==> config.mk <==
export PLATFORM = sky130hd
export DESIGN_NAME = spike_train_decoder
export DESIGN_NICKNAME = d
export VERILOG_FILES = /design/src/rtl/spike_train_decoder.sv
export SDC_FILE = /design/constraint.sdc
export NUM_CORES = 1
export LEC_CHECK = 0
export ABC_AREA = 1
export CAP_MARGIN = 20
export CORE_UTILIZATION = 50
export CTS_BUF_LIST = sky130_fd_sc_hd__clkbuf_16
export DETAILED_ROUTE_END_ITERATION = 16
export PLACE_DENSITY_LB_ADDON = 0.25
export REMOVE_ABC_BUFFERS = 1
export SKIP_CTS_REPAIR_TIMING = 1
export SYNTH_ARGS = -nofsm -noshare
export SYNTH_HDL_FRONTEND = slang
export SYNTH_SLANG_ARGS = --single-unit
==> constraint.sdc <==
create_clock -name clk -period 2.7 [get_ports clk]
set_clock_uncertainty 0.1 [all_clocks]
set_input_delay 0.675 -clock clk [delete_from_list [all_inputs] [get_ports clk]]
set_output_delay 0.675 -clock clk [all_outputs]
set_load 0.01 [all_outputs]
==> src/rtl/spike_train_decoder.sv <==
// Hysteretic spike detector on a signed membrane-potential stream, with
// inter-spike interval measurement, saturating spike count and burst/silence flags.
module spike_train_decoder #(
  parameter int                          SAMPLE_W  = 8,
  parameter int                          ISI_W     = 16,
  parameter logic signed [SAMPLE_W-1:0]  THRESH_HI = 8'sd32,
  parameter logic signed [SAMPLE_W-1:0]  THRESH_LO = 8'sd0,
  parameter int                          BURST_ISI = 8,
  parameter int                          BURST_N   = 3
) (
  input  logic                       clk,
  input  logic                       rst,
  input  logic signed [SAMPLE_W-1:0] sample_in,
  input  logic                       sample_valid,
  input  logic                       clear_stats,
  output logic                       spike,
  output logic [ISI_W-1:0]           isi,
  output logic                       isi_valid,
  output logic [15:0]                spike_count,
  output logic                       burst,
  output logic                       silent
);

  typedef enum logic {ARMED, FIRED} state_t;

  localparam logic [ISI_W:0] BURST_LIM = (ISI_W+1)'(BURST_ISI);
  localparam logic [3:0]     RUN_TH    = 4'(BURST_N-1);

  state_t             state, state_n;
  logic               first_seen, first_seen_n;
  logic [ISI_W-1:0]   cnt, cnt_n;
  logic [3:0]         run, run_n;
  logic               spike_n, isi_valid_n, burst_n, silent_n;
  logic [ISI_W-1:0]   isi_n;
  logic [15:0]        count_n;

  // Statistics as seen after a same-cycle clear; the sample is applied on top.
  logic               fs_c, silent_c;
  logic [ISI_W-1:0]   cnt_c, cnt_sat;
  logic [ISI_W:0]     cnt_p1;
  logic [3:0]         run_c, run_inc;
  logic [15:0]        count_c, count_inc;
  logic               fire, rearm;

  assign fs_c      = first_seen & ~clear_stats;
  assign silent_c  = silent & ~clear_stats;
  assign cnt_c     = clear_stats ? '0 : cnt;
  assign run_c     = clear_stats ? '0 : run;
  assign count_c   = clear_stats ? '0 : spike_count;
  assign cnt_p1    = {1'b0, cnt_c} + (ISI_W+1)'(1);
  assign cnt_sat   = cnt_p1[ISI_W] ? '1 : cnt_p1[ISI_W-1:0];
  assign run_inc   = (run_c == 4'hF) ? 4'hF : run_c + 4'd1;
  assign count_inc = (&count_c) ? count_c : count_c + 16'd1;

  assign fire  = sample_valid && (state == ARMED) && (sample_in > THRESH_HI);
  assign rearm = sample_valid && (state == FIRED) && (sample_in < THRESH_LO);

  always_ff @(posedge clk) begin
    if (rst) state <= ARMED;
    else     state <= state_n;
  end

  always_comb begin
    state_n = state;
    if (fire)       state_n = FIRED;
    else if (rearm) state_n = ARMED;
  end

  always_comb begin
    first_seen_n = fs_c;
    cnt_n        = cnt_c;
    run_n        = run_c;
    count_n      = count_c;
    silent_n     = silent_c;
    spike_n      = 1'b0;
    isi_valid_n  = 1'b0;
    isi_n        = isi;
    if (fire) begin
      spike_n      = 1'b1;
      first_seen_n = 1'b1;
      cnt_n        = '0;
      silent_n     = 1'b0;
      count_n      = count_inc;
      if (fs_c) begin
        isi_valid_n = 1'b1;
        isi_n       = cnt_sat;
        run_n       = ({1'b0, cnt_sat} <= BURST_LIM) ? run_inc : 4'd0;
      end
    end else if (sample_valid) begin
      cnt_n = cnt_sat;
      if (fs_c && (&cnt_sat)) silent_n = 1'b1;
      // Drop the burst as soon as the pending interval can no longer qualify.
      if ({1'b0, cnt_sat} >= BURST_LIM) run_n = 4'd0;
    end
    burst_n = (run_n >= RUN_TH);
  end

  always_ff @(posedge clk) begin
    if (rst) begin
      first_seen  <= 1'b0;
      cnt         <= '0;
      run         <= '0;
      spike       <= 1'b0;
      isi         <= '0;
      isi_valid   <= 1'b0;
      spike_count <= '0;
      burst       <= 1'b0;
      silent      <= 1'b0;
    end else begin
      first_seen  <= first_seen_n;
      cnt         <= cnt_n;
      run         <= run_n;
      spike       <= spike_n;
      isi         <= isi_n;
      isi_valid   <= isi_valid_n;
      spike_count <= count_n;
      burst       <= burst_n;
      silent      <= silent_n;
    end
  end

endmodule

==> results of run 1 <==
## path summary, 6_finish.rpt
kind / cells after the start / slack, ns / endpoint
worst min-delay path: 2 / 0.37 / state
worst min register to register: 2 / 0.37 / state
worst max register to register: 14 / 0.19 / silent
worst max-delay path: 17 / 0.08 / silent
## registers in the layout, summed over array words and instances (netlist names)
| register | count |
|---|---|
| first_seen | 1 |
| spike_count | 16 |
| cnt | 16 |
| run | 4 |
| spike | 1 |
| isi_valid | 1 |
| silent | 1 |
| isi | 16 |
| burst | 1 |
| state | 1 |
## synthesized netlist by cell type
cell	number
a21oi_1	44
a21oi_2	1
a221oi_1	1
a31oi_1	1
buf_12	1
buf_2	2
buf_6	3
clkbuf_1	11
dfxtp_1	58
ha_1	3
inv_1	80
inv_2	6
inv_4	1
nand2_1	90
nand2_2	9
nand2_4	3
nand3_1	35
nand3_2	9
nand3_4	1
nand4_1	13
nor2_1	63
nor2_2	6
nor2_4	8
nor2_8	1
nor3_1	9
nor3b_1	1
nor4_1	4
o211ai_1	4
o21a_1	4
o21ai_0	43
o21ai_1	1
or2_1	1
xnor2_1	3
xor2_1	7
## routing by layer
metal	vias to the layer above	part of all wire [%]	GRT usage (%)
met2	222	46	47.3
li1	1958	-	-
met1	1833	43	37.7
met4	0	3.6	12.1
met5	-	0	0
met3	44	7.2	5.68
## critical path, cell delays in order
cell	delay, ns
dlymetal6s2s_1	0.13
buf_6	0.15
inv_6	0.08
nand2_2	0.06
inv_2	0.07
ha_4	0.13
nand2_2	0.08
nor2_4	0.23
nand2_4	0.10
inv_2	0.09
nand2_4	0.11
nand2_2	0.12
inv_2	0.05
nor4_2	0.29
nand3_1	0.13
o21a_1	0.19
nor2_1	0.08
## power by group
group          leakage (uW)  switching (uW)  internal (uW)
Combinational       0.00169             149            115
Clock              0.000162             413            891
Sequential         0.000471            17.5            877
## stage by stage
step	power (uW)	area [um2]	worst slack, ns	instances
4_1_cts	2430	4910	-0.395	746
3_5_place_dp	1150	4580	-0.695	730
6_report	2460	5140	0.0811	754
3_3_place_gp	1140	4580	-0.652	730
2_1_floorplan	1020	3400	-0.0198	510
5_1_grt	2530	5140	-0.152	754
## kinds of logic (layout without fill, tap and decap cells)
family / after synthesis / count (layout)
compound gates: 99 / 99
xor+xnor: 10 / 10
fa+ha+maj: 3 / 3
buf+inv: 104 / 235
flops: 58 / 58
simple gates: 253 / 253
## area by class of cell
type	count	share of cell area, %
Clock buffer	9	4.38
Clock inverter	7	2.12
Inverter	87	6.50
Multi-Input combinational cell	365	39.8
Sequential cell	58	22.6
Tap cell	96	2.34
Timing Repair Buffer	132	22.3
==> out/metrics.yaml, run 1 <==
status: "completed"
num_rows: 30
hold_ws_ns: 0.375
min_from: "state"
synthToLayoutAreaGrowth_pct: 46.6
cap_violations: 0
final-seq-area_um2: 1160
clock-root-buffer: "clkbuf_16"
cts_tree: "done"
gp_congestion: 0.923
drive_gt1_share_pct: 25.8
io_pins: 48
clk_pin_slew_ns: 0.05
clk_path_buf_depth: 2
hold_path_class: "reg2reg"
cp.arrival_ns: 2.79
synth_xor_area_share_pct: 2.50
antenna_found_initial: 0
synth_area_leaders: "dfxtp_1 (33%), nand2_1 (9.6%), inv_1 (8.6%)"
leakage_uw: 0.00232
yosysSeqAreaShare_pct: 33.1
fin_crit_sh_pct: 97.0
hpwl_um: 7670
yosysWarnings: 0
critPathKind: "in2reg"
crit_path_end_kind: "flop"
critical_path.startpoint: "clear_stats"
die_w_um: 85.7
synth.cell_area_um2: 3500
die_area_um2: 7350
num-fill-cells: 497
vias: 4057
die_h_um: 85.7
cts_buffers: 9
clk_latency_ns: 0.33
syn_inst: 527
peakVddDrop_mv: 0.381
final_core_util_pct: 75.6
worstReg2RegStart: "cnt[1]"
start_util_pct: 51.6
worst_slew_pin_slew_ns: 0.354
grt-ovfl-total: 0
critPathMaxFanout: 10
layout_common_cells: "nand2_1 (81), buf_4 (81), inv_1 (79), nor2_1 (58), dfxtp_1 (58)"
yosys.area.top_type: "dfxtp_1"
synthAdderAreaFrac_pct: 1.07
first_global_vias: 3626
crit_required_ns: 2.87
coreArea_um2: 6790
relSlewSlack_pct: 76.2
synth_top_area_share_pct: 33.1
synth-compound-area-share_pct: 15.0
cts_sinks: 58
wl_per_cell_um: 14.9
synth_top_family_by_area: "simple AND/OR/NAND/NOR gates"
yosys_register_bits: 58
diodes: 0
drc: 0
grt_pass1_wl_um: 16600
dr.pass1.iters: 6
setup-tns-final_ns: 0
synthSimpleGateAreaFrac_pct: 36.0
via_per_inst: 5.38
setup_violations: 0
io_buffers: 47
antenna_left: 0
nets: 668
fin_crit_ns: 2.62
routed_wl_um: 11300
multiInputGateArea_um2: 2050
maxSlewViolCount: 0
hold_viol: 0
power_density_nw_per_um2: 479
yosysUniqueCellTypes: 34
synth.mux.area_fraction_pct: 0
dr.first_iter.drc_count: 315
grt_max_degree: 26
max_freq_mhz: 382
htreeDepth: 3
grt_usage_pct: 29.1
avgSynthCellArea_um2: 6.65
critPathLaunchType: "primary input"
No activity file was read; power rests on OpenSTA's default activity.
==> run 2, diff against run 1 <==
CELL_PAD_IN_SITES_DETAIL_PLACEMENT = 1   (was not set)
CELL_PAD_IN_SITES_GLOBAL_PLACEMENT = 1   (was not set)
CORE_UTILIZATION = 35   (was 50)
==> out/metrics.yaml, run 2 (synthesis gave the netlist of run 1 again) <==
status: "completed"
leakage_uw: 0.00236
vias: 4031
antenna_left: 0
die_area_um2: 10400
drc: 0
routed_wl_um: 13200
cts_sinks: 58
diodes: 0
grt-ovfl-total: 0
critPathMaxFanout: 6
start_util_pct: 36.0
io_buffers: 47
fin_crit_sh_pct: 98.4
cp_slowest_stage_delay_ns: 0.25
critPathLaunchType: "primary input"
num-fill-cells: 1259
first_global_vias: 4174
clk_path_buf_depth: 2
dr.first_iter.drc_count: 172
grt_pass1_wl_um: 20500
hold_path_class: "reg2reg"
max_freq_mhz: 376
dp_cells: 770
peakVddDrop_mv: 0.298
antenna_found_initial: 0
crit_required_ns: 2.87
reg_top3: "cnt x16, isi x16, spike_count x16"
clk_latency_ns: 0.33
power_uw: 2390
switching_share_pct: 24.9
hold_viol: 0
clk_pin_slew_ns: 0.06
worst_slew_pin_slew_ns: 0.433
via_per_inst: 5.06
grt_usage_pct: 25.8
critPathKind: "in2reg"
dr.pass1.iters: 4
crit_chain: "buf_2, buf_12, inv_6, nand2_2, inv_2, ha_4, nand2_4, nor2_4, nand2_4, nor2_4, buf_4, nor2_1, nor3_2, nand3_1, o21a_1, nor2_1"
cp.arrival_ns: 2.83
io_pins: 48
die_h_um: 102
power_density_nw_per_um2: 456
p_comb_share_pct: 11.6
setup_violations: 0
die_w_um: 102
clock-root-buffer: "clkbuf_16"
final_core_util_pct: 53.9
grt_max_degree: 26
drive_gt1_share_pct: 27.7
p_int_uw: 1790
critPathTopFamily: "simple AND/OR/NAND/NOR gates"
path_buf_inv: 5
htreeDepth: 3
clkPwrFrac_pct: 50.9
hpwl_um: 9340
cts_buffers: 9
wl_per_cell_um: 16.6
layout_common_cells: "buf_4 (84), nand2_1 (81), inv_1 (79), dfxtp_1 (58), nor2_1 (52)"
synthToLayoutAreaGrowth_pct: 49.5
p_sw_uw: 595
crit_path_end_kind: "flop"
gp_congestion: 0.892
cp_slowest_cell: "nor2_4"
relSlewSlack_pct: 70.9
cap_violations: 0
maxSlewViolCount: 0
cts_tree: "done"
instances_no_fill: 797
fin_crit_ns: 2.66
seq_power_share_pct: 37.5
final_common_cell: "buf_4"
num_rows: 36
coreArea_um2: 9730
nets: 674
==> run 2: final timing paths <==
kind / startpoint / endpoint / slack [ns] / cells past startpoint
min: state / state / 0.38 / 2
max: clear_stats / silent / 0.04 / 16
min reg2reg: state / state / 0.38 / 2
max reg2reg: cnt[1] / silent / 0.23 / 13
==> run 2: layout make-up <==
| type | instances | area, um2 | share of cell area (%) |
|---|---|---|---|
| clock inverters | 7 | 85.1 | 1.62 |
| repair buffers | 138 | 1210 | 23.2 |
| well taps | 133 | 166 | 3.18 |
| multi-input cells | 365 | 2050 | 39.2 |
| inverters | 87 | 334 | 6.38 |
| flip-flops and latches | 58 | 1160 | 22.2 |
| clock buffers | 9 | 225 | 4.30 |
==> run 2: per-stage QoR <==
stage / setup slack (ns) / hold WS (ns) / setup TNS [ns] / cell area, um2
floorplan: -0.0198 / 0.348 / -0.0198 / 3400
global placement: -0.718 / 0.368 / -14.20 / 4660
detailed placement: -0.761 / 0.377 / -19.63 / 4660
CTS: -0.450 / 0.386 / -4.73 / 4970
global route: -0.0674 / 0.406 / -0.350 / 5240
finish: 0.0436 / 0.381 / 0 / 5240
==> run 2: power by group through the flow <==
stage / Sequential, uW / Clock [uW] / Combinational, uW
final: 895 / 1220 / 277
after global routing: 896 / 1270 / 302
after CTS: 894 / 1240 / 252
after detailed placement: 912 / 0 / 249
after global placement: 911 / 0 / 241
after floorplan: 909 / 0 / 108
==> run 2: tightest hold or removal path: stages, from the launching register on <==
cell     delay [ns]
dfxtp_1        0.31
o21ai_0        0.06
a21oi_1        0.06
==> run 2: routing by layer <==
layer | global-route usage, % | wire length, um
met1 | 32.4 | 5790
met2 | 44.8 | 6660
met3 | 4.31 | 557
met4 | 8.02 | 214
met5 | 0 | 0
==> run 3, diff against run 2 <==
ABC_AREA = 0   (was 1)
CORE_UTILIZATION = 36   (was 35)
==> out/metrics.yaml, run 3 <==
status: "finished with violations"
violations: "setup timing"
fin_crit_sh_pct: 110
synthArstFlopShare_pct: 0
grt_usage_pct: 26.7
synthMostInstantiatedCell: "nor2_1"
grt_pass1_wl_um: 18300
critPathLaunchType: "primary input"
grt-ovfl-total: 0
via_per_inst: 5.72
vias: 3651
yosys.area.top_type: "dfxtp_1"
critPathMaxFanout: 6
io_pins: 48
r2r_slack_ns: -0.19
setup-tns-final_ns: -0.896
yosysUniqueCellTypes: 57
die_area_um2: 9100
nets: 545
clk_path_buf_depth: 2
layout_common_cells: "buf_4 (97), nor2_1 (59), dfxtp_1 (58), clkdlybuf4s50_1 (42), nand2_1 (34)"
avgSynthCellArea_um2: 8.06
wl_per_cell_um: 20.7
routed_wl_um: 13200
fin_crit_ns: 2.98
gp_congestion: 0.886
grt_max_degree: 29
synthFlopType: "dfxtp_1"
synth.cell_area_um2: 3140
synthToLayoutAreaGrowth_pct: 57.3
synth_edf_count: 0
hpwl_um: 8040
power_uw: 2230
dr.pass1.iters: 5
crit_path_end_kind: "flop"
worst_slew_pin_slew_ns: 0.451
relSlewSlack_pct: 69.7
cts_buffers: 9
critPathKind: "in2reg"
yosysWarnings: 0
cts_sinks: 58
clk_latency_ns: 0.33
die_h_um: 95.4
final_common_cell: "buf_4"
cp.arrival_ns: 3.16
reg_top3: "cnt x16, isi x16, spike_count x16"
dr.first_iter.drc_count: 163
hold_viol: 0
synth_area_leaders: "dfxtp_1 (37%), nor2_1 (7.5%), a211oi_1 (5.0%)"
diodes: 0
first_global_vias: 3497
drc: 0
synth_top_area_share_pct: 37.0
drive_gt1_share_pct: 30.6
num_rows: 33
leakage_uw: 0.00198
syn_inst: 390
power_density_nw_per_um2: 451
post-place-ws_ns: -1.09
maxSlewViolCount: 0
htreeDepth: 3
coreArea_um2: 8340
rsz0062_at_grt: "true"
fin_ws_ns: -0.281
max_freq_mhz: 335
clock-root-buffer: "clkbuf_16"
dp_cells: 605
start_util_pct: 37.7
antenna_found_initial: 0
io_buffers: 47
antenna_left: 0
yosys_register_bits: 58
synth_common_cells: "nor2_1 (63), dfxtp_1 (58), nand2_1 (36)"
cap_violations: 0
instances_no_fill: 638
hold_path_class: "reg2reg"
peakVddDrop_mv: 0.266
setup_violations: 5
clk_pin_slew_ns: 0.05
yosysSeqAreaShare_pct: 37.0
die_w_um: 95.4
cts_tree: "done"
crit_required_ns: 2.88
final_core_util_pct: 59.2
==> run 3: changes by cell type after synthesis, sizes merged, moves of 9 or more <==
cell	before	now
nor2b	0	19
xnor2	3	12
inv	87	7
a211oi	0	21
o21ai	44	12
a21oi	45	25
nor2	78	63
nand3	45	16
nand2	102	36
==> run 3: path summary, 6_finish.rpt <==
check         startpoint  cells past startpoint  endpoint
min reg2reg       silent                      2    silent
max reg2reg       cnt[3]                     10     burst
min               silent                      2    silent
max          clear_stats                     12     burst
==> run 3: area by class of cell <==
class | count | area (um2)
sequential | 58 | 1160
inverter | 7 | 30.0
clock buffer | 9 | 225
multi-input combinational | 304 | 2060
tap | 105 | 131
fill | 981 | 3400
timing repair buffer | 150 | 1280
clock inverter | 5 | 48.8
==> run 3: stage by stage <==
step           hold WS, ns  instance area [um2]
6_report             0.391                 4940
3_3_place_gp         0.347                 4280
2_1_floorplan        0.331                 3050
3_5_place_dp         0.361                 4300
5_1_grt              0.427                 4940
4_1_cts              0.369                 4570
==> run 3: critical path, cell delays in order <==
cell	delay (ns)
buf_12	0.11
buf_6	0.13
buf_4	0.14
nand4b_1	0.23
or4_4	0.49
o31ai_2	0.41
nand4_4	0.19
nor3_4	0.24
buf_6	0.16
a21oi_2	0.06
o211ai_2	0.20
or3_1	0.13
==> run 3: cell families (layout without fill, tap and decap cells) <==
kind of cell | count (synthesis) | after routing | synth area share, %
flops | 58 | 58 | 37.0
compound gates | 83 | 83 | 18.6
xor+xnor | 22 | 22 | 6.13
buf+inv | 28 | 171 | 3.62
simple gates | 192 | 192 | 32.2
fa+ha+maj | 3 | 3 | 1.19
mux | 4 | 4 | 1.31
==> run 3: layer usage <==
metal | track usage (%) | vias to the layer above | part of all wire, %
li1 | - | 1667 | -
met1 | 33.6 | 1823 | 42
met2 | 45.4 | 123 | 51
met3 | 4.86 | 38 | 4.6
met4 | 9.83 | 0 | 3.2
met5 | 0 | - | 0
==> run 3: where the power goes <==
group	switching, uW	total (uW)	leakage [uW]	internal (uW)
Combinational	125	232	0.00137	107
Sequential	13.4	882	0.000469	869
Clock	417	1110	0.000142	695
